--- src/rtl/mips_multicycle_ctrl.sv ---
// Multi-cycle control FSM for the mips_core datapath.
// It steps each instruction through FETCH, DECODE, EXEC, MEM and WB.
// It drives the register-file and memory strobes, the datapath mux selects and
// the PC update, and it handshakes with instruction and data memory.
// An illegal opcode or a memory timeout puts the FSM into a sticky HALT.
// Optional feature macro: MIPS_CTRL_PERF_EN adds the cycle and retire counters
// cyc_cnt and ret_cnt.
//
// state  | meaning
// FETCH  | request the instruction word, load IR when imem_ready arrives
// DECODE | classify the opcode, with no strobes this cycle
// EXEC   | ALU operation; branches and jumps retire here
// MEM    | data memory access, held until dmem_ready arrives
// WB     | register write-back and PC+4
// HALT   | sticky stop, left only through rst
module mips_multicycle_ctrl #(
  parameter int MEM_WAIT_MAX = 15
) (
  input  logic       clk,
  input  logic       rst,
  input  logic [5:0] opcode,
  input  logic [5:0] funct,
  input  logic       rs_eq_rt,
  input  logic       imem_ready,
  input  logic       dmem_ready,
  output logic       imem_req,
  output logic       ir_write,
  output logic       pc_write,
  output logic [1:0] pc_sel,
  output logic       reg_write,
  output logic [1:0] reg_dst,
  output logic [1:0] wb_sel,
  output logic       alu_src_imm,
  output logic       ext_zero,
  output logic       mem_read,
  output logic       mem_write,
  output logic       instr_done,
  output logic       halted,
  output logic       err
`ifdef MIPS_CTRL_PERF_EN
  ,
  output logic [31:0] cyc_cnt,
  output logic [31:0] ret_cnt
`endif
);

  localparam int CW = (MEM_WAIT_MAX < 2) ? 1 : $clog2(MEM_WAIT_MAX + 1);
  localparam logic [CW-1:0] WAIT_MAX = CW'(MEM_WAIT_MAX);

  typedef enum logic [2:0] {
    S_FETCH, S_DECODE, S_EXEC, S_MEM, S_WB, S_HALT
  } state_t;

  state_t        state;
  logic [CW-1:0] wait_cnt;

  logic is_r, is_jr, is_load, is_store, is_lui, is_beq, is_bne, is_j, is_jal;
  logic is_alui, is_zext, is_legal, is_to_wb, taken;

  // Instruction class from the opcode, which is held stable from DECODE to the next FETCH.
  always_comb begin
    is_r     = (opcode == 6'b000000);
    is_jr    = is_r && (funct == 6'b001000);
    is_load  = (opcode == 6'b100011) || (opcode == 6'b100100) ||
               (opcode == 6'b100101) || (opcode == 6'b110000);
    is_store = (opcode == 6'b101000) || (opcode == 6'b101001) ||
               (opcode == 6'b111000) || (opcode == 6'b101011);
    is_lui   = (opcode == 6'b001111);
    is_beq   = (opcode == 6'b000100);
    is_bne   = (opcode == 6'b000101);
    is_j     = (opcode == 6'b000010);
    is_jal   = (opcode == 6'b000011);
    is_alui  = (opcode >= 6'b001000) && (opcode <= 6'b001110);
    is_zext  = (opcode == 6'b001100) || (opcode == 6'b001101);
    is_legal = is_r || is_load || is_store || is_lui || is_beq || is_bne ||
               is_j || is_jal || is_alui;
    is_to_wb = (is_r && !is_jr) || is_alui || is_lui;
    taken    = (is_beq && rs_eq_rt) || (is_bne && !rs_eq_rt);
  end

  // Strobes and selects. Reset masks them so that a write in flight is dropped.
  always_comb begin
    imem_req    = 1'b0;
    ir_write    = 1'b0;
    pc_write    = 1'b0;
    pc_sel      = 2'd0;
    reg_write   = 1'b0;
    reg_dst     = 2'd0;
    wb_sel      = 2'd0;
    alu_src_imm = 1'b0;
    ext_zero    = 1'b0;
    mem_read    = 1'b0;
    mem_write   = 1'b0;
    instr_done  = 1'b0;
    if (!rst) begin
      case (state)
        S_FETCH: begin
          imem_req = 1'b1;
          ir_write = imem_ready;
        end
        S_EXEC: begin
          alu_src_imm = !is_r;
          ext_zero    = is_zext;
          if (is_jr || is_beq || is_bne || is_j || is_jal) begin
            pc_write   = 1'b1;
            instr_done = 1'b1;
          end
          if (is_jr) pc_sel = 2'd3;
          else if (is_j || is_jal) pc_sel = 2'd2;
          else if (taken) pc_sel = 2'd1;
          if (is_jal) begin
            reg_write = 1'b1;
            reg_dst   = 2'd2;
            wb_sel    = 2'd3;
          end
        end
        S_MEM: begin
          mem_read  = is_load;
          mem_write = is_store;
          if (is_store && dmem_ready) begin
            pc_write   = 1'b1;
            instr_done = 1'b1;
          end
        end
        S_WB: begin
          reg_write  = 1'b1;
          reg_dst    = is_r ? 2'd1 : 2'd0;
          wb_sel     = is_load ? 2'd1 : (is_lui ? 2'd2 : 2'd0);
          pc_write   = 1'b1;
          instr_done = 1'b1;
        end
        default: ;
      endcase
    end
  end

  // Next state, memory wait counter and the sticky halt/err flags.
  always_ff @(posedge clk) begin
    if (rst) begin
      state    <= S_FETCH;
      wait_cnt <= '0;
      halted   <= 1'b0;
      err      <= 1'b0;
    end else begin
      case (state)
        S_FETCH: begin
          if (imem_ready) begin
            state <= S_DECODE;
          end else if (wait_cnt == WAIT_MAX) begin
            state  <= S_HALT;
            halted <= 1'b1;
            err    <= 1'b1;
          end else begin
            wait_cnt <= wait_cnt + 1'b1;
          end
        end
        S_DECODE: begin
          if (is_legal) begin
            state <= S_EXEC;
          end else begin
            state  <= S_HALT;
            halted <= 1'b1;
          end
        end
        S_EXEC: begin
          wait_cnt <= '0;
          if (is_load || is_store) state <= S_MEM;
          else if (is_to_wb) state <= S_WB;
          else state <= S_FETCH;
        end
        S_MEM: begin
          if (dmem_ready) begin
            wait_cnt <= '0;
            state    <= is_load ? S_WB : S_FETCH;
          end else if (wait_cnt == WAIT_MAX) begin
            state  <= S_HALT;
            halted <= 1'b1;
            err    <= 1'b1;
          end else begin
            wait_cnt <= wait_cnt + 1'b1;
          end
        end
        S_WB: begin
          wait_cnt <= '0;
          state    <= S_FETCH;
        end
        S_HALT: state <= S_HALT;
        default: state <= S_HALT;
      endcase
    end
  end

`ifdef MIPS_CTRL_PERF_EN
  // Counters for running cycles and retired instructions. Both wrap at 2^32.
  always_ff @(posedge clk) begin
    if (rst) begin
      cyc_cnt <= '0;
      ret_cnt <= '0;
    end else begin
      if (state != S_HALT) cyc_cnt <= cyc_cnt + 32'd1;
      if (instr_done) ret_cnt <= ret_cnt + 32'd1;
    end
  end
`endif

endmodule

--- config.mk ---
export PLATFORM = sky130hd
export DESIGN_NAME = mips_multicycle_ctrl
export DESIGN_NICKNAME = d
export VERILOG_FILES = /design/src/rtl/mips_multicycle_ctrl.sv
export SDC_FILE = /design/constraint.sdc
export NUM_CORES = 1
export LEC_CHECK = 0
export ABC_AREA = 0
export ABC_CLOCK_PERIOD_IN_PS = 1300
export BUFFER_PORTS_ARGS = -buffer_cell sky130_fd_sc_hd__buf_4
export CORE_UTILIZATION = 44
export CTS_CLUSTER_SIZE = 16
export DETAILED_ROUTE_END_ITERATION = 8
export GPL_ROUTABILITY_DRIVEN = 0
export PLACE_DENSITY = 0.78
export SLEW_MARGIN = 20
export SYNTH_ARGS = -nofsm -noshare
export SYNTH_HDL_FRONTEND = slang
export SYNTH_SLANG_ARGS = --single-unit
--- constraint.sdc ---
create_clock -name clk -period 1.3 [get_ports clk]
set_input_delay 0.13 -clock clk [delete_from_list [all_inputs] [get_ports clk]]
set_output_delay 0.13 -clock clk [all_outputs]
set_load 0.01 [all_outputs]
==> impl_metrics.csv <==
group,metric,value,unit
die,die_area,0.00233,mm^2
global_routing,grt-ovfl-total,0,
die,dieWidth,48.2,um
routing,wire_per_inst,23.8,um
timing,skew,0.0137,ns
cts,path_clk_slew,0.08,ns
cells_and_area,nets,223,
setup_path,cp-start-kind,"primary input",
synthesis,ys.flop_type,"dfxtp_1",
synthesis,yosysWarningCount,0,
synthesis,async_flop_share,0,
timing,finalCritPeriodShare,1.35,
synthesis,synth_enable_flop_cells,0,
timing,hold_viol,0,
setup_path,crit_start,"opcode[0]",
timing,slew_viol_final,0,
placement,place_area,0.00146,mm^2
timing,worstMarginPinSlew,0.399,ns
synthesis,synth-seq-cells,9,
synthesis,syn_nets,153,
setup_path,critical_path_class,"in2out",
timing,finalSetupViolations,24,
synthesis,syn_avg_cell_area,6.97,um^2
cts,cts_num_sinks,9,
power,ir_worst_vdd,0.766,mV
routing,remaining_drc_errors,0,
power,leakagePower,0.769,nW
global_routing,antenna_found_initial,0,
cells_and_area,layout-drive-gt1-share,0.642,
cts,cts_buffers,3,
routing,drtPass1Iterations,7,
cells_and_area,area_growth_syn_to_layout,94.7,%
timing,setup_ws,-0.458,ns
routing,routed_via_density,6.86,
synthesis,syn_inst,135,
routing,drtIter0Drc,156,
die,io_pins,34,
global_routing,grt_max_degree,11,
cts,h-tree-depth,1,
routing,vias,1584,
setup_path,cp_max_fo,8,
die,chipHeight,48.2,um
global_routing,grt_pass1_wl,4.77,mm
setup_path,reg2reg_from,"state[1]",
setup_path,crit_required,1.17,ns
timing,rsz0062_at_grt,"true",
timing,max_freq,0.569,GHz
run_status,outcome,"finished with violations",
routing,wl,5.49,mm
global_routing,grt_pass1_vias,1171,
run_status,violations,"setup timing",
setup_path,crit_arrival,1.63,ns
hold_path,hp-class,"in2reg",
die,row_count,16,
timing,fin_crit,1.76,ns
cells_and_area,n_antenna_cell,0,
setup_path,crit_path_end_kind,"output port",
hold_path,hold_start,"dmem_ready",
routing,postRouteAntennaNets,0,
placement,dp_worst_setup_slack,-0.358,ns
cts,root_buffer,"clkbuf_4",
cells_and_area,fill_cells,70,
die,core,0.00198,mm^2
cells_and_area,design_area,0.00183,mm^2
global_routing,grt_usage,0.291,
job,maxCapViolCount,0,
placement,dp_hpwl,2.38,mm
power,p_per_area,668,mW/mm^2
synthesis,yosysSeqAreaShare,0.191,
cts,cts.path.max_buffers,2,
die,start_util,0.475,
cts,cts_tree,"built",
placement,io_buffers,33,
synthesis,ys_types,49,
synthesis,synthesis.area,941,um^2
timing,relSlewSlack,0.727,
cts,clock_latency,0.28,ns
==> flip-flops by register name, summed over array words and instances (netlist names) <==
register	count
wait_cnt	4
state	3
err	1
halted	1
==> critical path, cell delays in order <==
cell,delay (ns)
buf_4,0.14
or2_1,0.29
o21ai_1,0.18
nand4b_1,0.23
o21ai_0,0.31
and3_4,0.26
buf_6,0.10
==> placed cells by master (no fill, tap or decap), types with 2 or more instances in the layout <==
master,synthesis,routed
a21oi_1,10,4
a21oi_2,0,6
a311oi_2,0,2
and2_1,2,2
buf_4,2,61
buf_6,2,14
clkbuf_4,0,3
dfxtp_1,9,6
dfxtp_4,0,2
inv_1,5,4
inv_2,1,2
nand2_1,10,3
nand2_2,0,6
nand2b_1,6,5
nand3_1,4,3
nor2_1,17,12
nor2_2,0,2
nor2_4,1,4
nor2b_1,6,3
nor2b_4,0,3
nor3_1,10,2
nor3_2,0,4
nor3_4,1,5
o21ai_1,2,2
o21ai_2,0,2
o31ai_1,3,2
==> metrics by stage <==
step / hold slack [ns] / std cells / power, W / util / setup TNS, ns
2_1_floorplan: 0.280 / 135 / 0.000555 / - / -0.456
3_3_place_gp: 0.413 / 220 / 0.000747 / 0.737 / -1.73
3_5_place_dp: 0.426 / 220 / 0.000764 / 0.737 / -2.19
4_1_cts: 0.143 / 227 / 0.00101 / 0.780 / -3.70
5_1_grt: 0.236 / 231 / 0.00126 / 0.924 / -6.23
6_report: 0.212 / 231 / 0.00122 / 0.924 / -5.13
==> timing repair <==
action                     4_1_cts  5_1_grt
pin swaps                        7       16
gates resized for setup         12       62
setup buffers                    3        6
hold buffers                     0        0
setup endpoints to repair       21       23
==> kinds of logic (layout without fill, tap and decap cells) <==
kind of cell / Yosys count / count (layout) / share of synthesized area
AO/OA/AOI/OAI: 34 / 34 / 0.246
flip-flops: 9 / 9 / 0.191
adder cells (fa/ha/maj): 1 / 1 / 0.0133
buffers and inverters: 17 / 86 / 0.0971
AND/OR/NAND/NOR: 72 / 72 / 0.434
XOR/XNOR: 2 / 2 / 0.0186
==> final timing paths <==
| kind | end | slack (ns) | depth (start not counted) |
|---|---|---|---|
| setup / recovery | pc_write | -0.46 | 7 |
| setup reg to reg | state[2] | -0.16 | 7 |
| hold reg to reg | halted | 0.49 | 2 |
| hold / removal | state[2] | 0.21 | 3 |
==> power by group <==
| group | switching (W) | leakage [nW] | internal [W] |
|---|---|---|---|
| combinational | 0.000342 | 0.679 | 0.000303 |
| sequential | 0.0000330 | 0.0752 | 0.000302 |
| clock | 0.000126 | 0.0150 | 0.000119 |
==> routing by layer <==
layer	routed length (um)	track usage	vias to the layer above
li1	-	-	634
met1	1830	0.333	701
met2	2450	0.525	177
met3	688	0.0593	72
met4	520	0.111	0
met5	0	0	-
==> cells in the mapped netlist (all sizes together) (2+ instances only) <==
| library cell | count | share of area |
|---|---|---|
| buf | 8 | 0.061 |
| nor3 | 11 | 0.070 |
| nand2b | 6 | 0.040 |
| clkbuf | 3 | 0.012 |
| o21ai | 5 | 0.027 |
| nor2 | 18 | 0.080 |
| nor4 | 2 | 0.013 |
| nand3 | 4 | 0.021 |
| inv | 6 | 0.024 |
| dfxtp | 9 | 0.19 |
| a21oi | 10 | 0.053 |
| nor2b | 6 | 0.040 |
| and2 | 2 | 0.013 |
| o31ai | 3 | 0.024 |
| or3 | 2 | 0.013 |
| nand2 | 10 | 0.040 |
| nor3b | 2 | 0.021 |
| a211oi | 2 | 0.016 |
| a311oi | 3 | 0.028 |
==> area by class of cell <==
class	count	area, um^2	area share
clock buffers	4	26.3	0.0143
inverters	6	22.5	0.0123
multi-input cells	109	925	0.505
flip-flops and latches	9	189	0.103
well taps	27	33.8	0.0184
repair buffers	76	636	0.347
Power figures use the tool's default switching activity.
